--- config.mk ---
export PLATFORM = sky130hd
export DESIGN_NAME = tdc_encoder_flat
export DESIGN_NICKNAME = d
export VERILOG_FILES = /design/src/rtl/tdc_encoder_pkg.sv /design/src/rtl/tdc_encoder_if.sv /design/src/rtl/tdc_encoder_popcount55.sv /design/src/rtl/tdc_encoder.sv /design/src/flat_wrapper.sv
export SDC_FILE = /design/constraint.sdc
export NUM_CORES = 1
export LEC_CHECK = 0
export CORE_UTILIZATION = 40
export DETAILED_ROUTE_END_ITERATION = 7
export PLACE_DENSITY_LB_ADDON = 0.3
export SLEW_MARGIN = 20
export SYNTH_ARGS = -nofsm -noshare
export SYNTH_HDL_FRONTEND = slang
export SYNTH_HIERARCHICAL = 1
export SYNTH_SLANG_ARGS = --single-unit
--- constraint.sdc ---
create_clock -name clk40M -period 16.1 [get_ports clk40M]
set_input_delay 3.22 -clock clk40M [delete_from_list [all_inputs] [get_ports clk40M]]
set_output_delay 3.22 -clock clk40M [all_outputs]
set_load 0.01 [all_outputs]
--- src/rtl/tdc_encoder_pkg.sv ---
// tdc_enc_pkg: shared constants and types for the TDC hit encoder.
//   FINE_STAGES / FINE_BINS : ring length and the number of fine phases per ring period
//   LOW_TH / HIGH_TH        : fine-phase window in which coarse counter A is trusted
//   fine_phase_t            : 7-bit fine phase, range 0..109
package tdc_enc_pkg;
  localparam int FINE_STAGES = 55;
  localparam int FINE_BINS   = 2 * FINE_STAGES;
  localparam int FINE_W      = FINE_STAGES;
  localparam int CNT_W       = 5;
  localparam int OUT_W       = 12;
  localparam int PC_W        = 6;
  localparam int PH_W        = 7;

  typedef logic [PH_W-1:0] fine_phase_t;

  localparam fine_phase_t LOW_TH  = 7'd28;
  localparam fine_phase_t HIGH_TH = 7'd82;
endpackage

--- src/rtl/tdc_encoder_if.sv ---
// tdc_encoder_if: snapshot bus from the TDC front-end latches to the encoder.
//   fine_raw_code : 55-bit ring snapshot, bit 0 = first stage
//   counterA/B    : 5-bit coarse counters (A mid-window, B edge-window)
//   TDC_bin_code  : 12-bit encoded time returned by the encoder
//   master = front-end / driver side, slave = encoder side
interface tdc_encoder_if;
  import tdc_enc_pkg::*;

  logic [FINE_W-1:0] fine_raw_code;
  logic [CNT_W-1:0]  counterA;
  logic [CNT_W-1:0]  counterB;
  logic [OUT_W-1:0]  TDC_bin_code;

  modport master (output fine_raw_code, output counterA, output counterB,
                  input  TDC_bin_code);
  modport slave  (input  fine_raw_code, input  counterA, input  counterB,
                  output TDC_bin_code);
endinterface

--- src/rtl/tdc_encoder_popcount55.sv ---
// tdc_popcount55: combinational population count of a 55-bit word.
//   bits  : input word
//   count : number of ones, 0..55
module tdc_popcount55
  import tdc_enc_pkg::*;
(
  input  logic [FINE_W-1:0] bits,
  output logic [PC_W-1:0]   count
);
  always_comb begin
    count = '0;
    for (int i = 0; i < FINE_W; i++)
      count = count + PC_W'(bits[i]);
  end
endmodule

--- src/rtl/tdc_encoder.sv ---
// tdc_encoder: turns one TDC hit snapshot into a 12-bit time code
//   code = coarse*110 + fine phase, registered on clk40M.
//   clk40M : system clock, rising edge
//   rst    : synchronous active-high reset, clears the output (and input stage)
//   bus    : tdc_encoder_if.slave (snapshot in, TDC_bin_code out)
// Build option: define TDC_ENC_INPUT_REG_EN to add an input register stage
// (latency 2 instead of 1).
module tdc_encoder
  import tdc_enc_pkg::*;
(
  input  logic          clk40M,
  input  logic          rst,
  tdc_encoder_if.slave  bus
);
  logic [FINE_W-1:0] fine_q;
  logic [CNT_W-1:0]  cnt_a_q;
  logic [CNT_W-1:0]  cnt_b_q;

`ifdef TDC_ENC_INPUT_REG_EN
  // Reset value 0 encodes to code 0, so the pipe shows 0 for two cycles.
  always_ff @(posedge clk40M) begin
    if (rst) begin
      fine_q  <= '0;
      cnt_a_q <= '0;
      cnt_b_q <= '0;
    end else begin
      fine_q  <= bus.fine_raw_code;
      cnt_a_q <= bus.counterA;
      cnt_b_q <= bus.counterB;
    end
  end
`else
  assign fine_q  = bus.fine_raw_code;
  assign cnt_a_q = bus.counterA;
  assign cnt_b_q = bus.counterB;
`endif

  // Last stage tells which half-period the edge is in: first half counts
  // ones, second half counts the zeros left behind the falling front.
  // Counting instead of locating the edge absorbs thermometer bubbles.
  logic              second_half;
  logic [FINE_W-1:0] pc_in;
  logic [PC_W-1:0]   pc;
  fine_phase_t       fine_ph;

  assign second_half = fine_q[FINE_W-1];
  assign pc_in       = second_half ? ~fine_q : fine_q;

  tdc_popcount55 u_popcount (
    .bits  (pc_in),
    .count (pc)
  );

  assign fine_ph = second_half ? PH_W'(FINE_STAGES) + PH_W'(pc) : PH_W'(pc);

  // Counter A may be mid-toggle near the period edges; there use B, which
  // toggles half a period later. Late in the period B has already advanced,
  // so step it back (mod 32).
  logic [CNT_W-1:0] coarse;
  always_comb begin
    coarse = cnt_a_q;
    if (fine_ph < LOW_TH)
      coarse = cnt_b_q;
    else if (fine_ph > HIGH_TH)
      coarse = cnt_b_q - CNT_W'(1);
  end

  // Max 31*110+109 = 3519 fits in 12 bits.
  logic [OUT_W-1:0] code;
  assign code = OUT_W'(coarse) * OUT_W'(FINE_BINS) + OUT_W'(fine_ph);

  always_ff @(posedge clk40M) begin
    if (rst) bus.TDC_bin_code <= '0;
    else     bus.TDC_bin_code <= code;
  end
endmodule

--- src/flat_wrapper.sv ---
// flat-port wrapper written by rule: the top's interface ports become plain ports
module tdc_encoder_flat import tdc_enc_pkg::*;
  (clk40M, rst, bus_fine_raw_code, bus_counterA, bus_counterB, bus_TDC_bin_code);
  tdc_encoder_if bus_i ();
  input  logic clk40M;
  input  logic rst;
  input wire logic [$bits(bus_i.fine_raw_code)-1:0] bus_fine_raw_code;
  input wire logic [$bits(bus_i.counterA)-1:0] bus_counterA;
  input wire logic [$bits(bus_i.counterB)-1:0] bus_counterB;
  output wire logic [$bits(bus_i.TDC_bin_code)-1:0] bus_TDC_bin_code;
  assign bus_i.fine_raw_code = bus_fine_raw_code;
  assign bus_i.counterA = bus_counterA;
  assign bus_i.counterB = bus_counterB;
  assign bus_TDC_bin_code = bus_i.TDC_bin_code;
  tdc_encoder u_core (.clk40M(clk40M), .rst(rst), .bus(bus_i));
endmodule
==> impl_metrics.csv <==
group,metric,value,unit
sta,final-hold-violation-count,0,
critical_path,start_kind,"input port",
sta,setup_slack,1.710,ns
routing,drcViolationCount,0,
synth,synth_edf_count,0,
worst_hold_path,holdPathStages,2,
critical_path,crit_path_top_delay_cell,"xnor2_1",
global_routing,grt_pass1_vias,2967,
clocking,postCtsResizedCells,0,
clocking,cts_tree,"built",
critical_path,worstPathRequired,16.28,ns
synth,yosys.area.top_type,"fa_1",
sta,slew_headroom,50.10,%
die,die_area,9762,µm²
die,rows,34,
global_routing,antenna_found_initial,0,
final_layout,regMostFlops,"u_core/bus.TDC_bin_code",
clocking,post-cts-setup-buffers,0,
synth,synth_area_leaders,"fa_1 (29%), ha_1 (15%), xor2_1 (15%)",
clocking,cts_buffers,3,
final_layout,nets,654,
final_layout,layout_commonest_cell,"inv_1",
synth,syn_nets,582,
sta,tns,0,ns
final_layout,largest_reg_flops,12,
final_layout,final_cell_mix,"inv_1 (99), clkdlybuf4s50_1 (77), xor2_1 (63), fa_1 (54), ha_1 (45)",
critical_path,worstPathArrival,14.57,ns
die,start_util,42.16,%
routing,drt_iter0_drc,41,
routing,dr_total_vias,2815,
synth,synth_ff_type,"dfxtp_1",
sta,setup_viol,0,
final_layout,n_antenna_cell,0,
routing,ant_nets,0,
global_routing,grt_pass1_wl,11970,µm
synth,synth_area,3749,µm²
sta,worst_pin_slew,0.7432,ns
clocking,clock-sinks,12,
critical_path,max_stage_delay,0.63,ns
routing,via_per_inst,4.731,
clocking,max-clock-path-buffers,2,
final_layout,synthToLayoutAreaGrowth,24.53,%
final_layout,top_regs,"u_core/bus.TDC_bin_code: 12 flops",
clocking,clk_pin_slew,0.05,ns
global_routing,grt_max_degree,41,
placement,dp_hpwl,6361,µm
sta,fin_crit_sh,89.38,%
global_routing,gr-usage-all-layers,14.94,%
synth,postSynthAreaPerCell,9.011,µm²
synth,ys_warn_count,6,
routing,drt-pass1-iter-count,4,
die,core_area,8891,µm²
global_routing,grt_overflow,0,
sta,rsz0062_at_grt,"no",
routing,wl_per_cell,11.59,µm
sta,fmax,69.49,MHz
clocking,cts_root_buf,"clkbuf_8",
routing,finalWirelength,6895,µm
synth,netlist_instances,416,
synth,async_reset_ff_share,0,%
die,die_w,98.81,µm
final_layout,drive_above_1_share,2.875,%
placement,portBuffers,78,
die,die_h,98.81,µm
synth,ys_seq_area_share,6.409,%
clocking,htree_num_levels,1,
critical_path,crit_top_cell,"fa_1",
clocking,holdBufCountCts,0,
die,ios,79,
sta,slew_violations,0,
critical_path,path_class,"in -> reg",
placement,preCtsSetupSlack,1.419,ns
critical_path,critical_path_peak_fanout,40,
critical_path,end_kind,"flop",
synth,ys_ff_latch,12,
job,maxCapViolations,0,
worst_hold_path,hold_path_class,"in -> reg",
synth,synth.distinct_cells,57,
status,status,"complete, no violations",
placement,routabilityCongestion,0.8229,
synth,synth_top_area_share,28.84,%
sta,period_minus_slack,14.39,ns
==> Yosys cell counts (4+ instances only) <==
cell and number:
xnor2_1 14, xor2_1 63, nand2_1 8, clkbuf_1 5, o21ai_0 7, ha_1 45, fa_1 54, a21o_1 9
nand3_1 4, dfxtp_1 12, nand2b_1 4, nor2b_1 5, nor2_1 17, inv_1 99, a21oi_1 10
==> cell type report <==
type                       count  area, µm²
fill                         857       4223
multi-input combinational    293       3080
timing repair buffer          79      785.8
inverter                      99      371.6
sequential                    12      240.2
tap                          108      135.1
clock buffer                   4      55.05
==> per-stage QoR <==
stage	cells	hold WS, ns	utilization (%)	instance area [µm²]
detailed placement	591	3.957	51.89	4613
floorplan	416	3.292	-	3749
global route	595	3.862	52.50	4668
finish	595	3.786	52.50	4668
global placement	591	3.956	51.89	4613
CTS	595	3.800	52.50	4668
==> cell families (layout without fill, tap and decap cells) <==
logic type	count (synthesis)	after routing	synth area share (%)
and+or+nand+nor	52	52	7.244
DFF	12	12	6.409
adders and majority gates	101	101	44.39
AOI/OAI and AO/OA	58	58	11.35
xor gates and xnor gates	77	77	17.99
buffers and inverters	111	182	11.42
other	1	1	0.1000
muxes	4	4	1.101
==> final timing paths <==
check                             start                                endpoint  slack [ns]
setup / recovery  bus_fine_raw_code[54]  u_core/bus.TDC_bin_code[11]$_SDFF_PP0_        1.71
hold / removal                      rst   u_core/bus.TDC_bin_code[2]$_SDFF_PP0_        3.79
==> worst max-delay path, delay by kind of cell <==
kind,cells,cell delay [ns]
AOI/OAI and AO/OA,7,1.84
buffers and inverters,9,1.30
xor gates and xnor gates,4,1.41
and+or+nand+nor,4,0.70
adders and majority gates,14,6.06
==> layer usage <==
layer | share of wire (%) | up-vias | GRT usage (%)
met2 | 55 | 72 | 31.09
met3 | 5.0 | 0 | 2.624
met1 | 40 | 1306 | 16.03
met5 | 0 | - | 0
met4 | 0 | 0 | 0.9185
li1 | - | 1437 | -
Power is left out: the tool's default activity adds up to more than one toggle a clock period on the data nets, which glitch-free logic cannot reach.
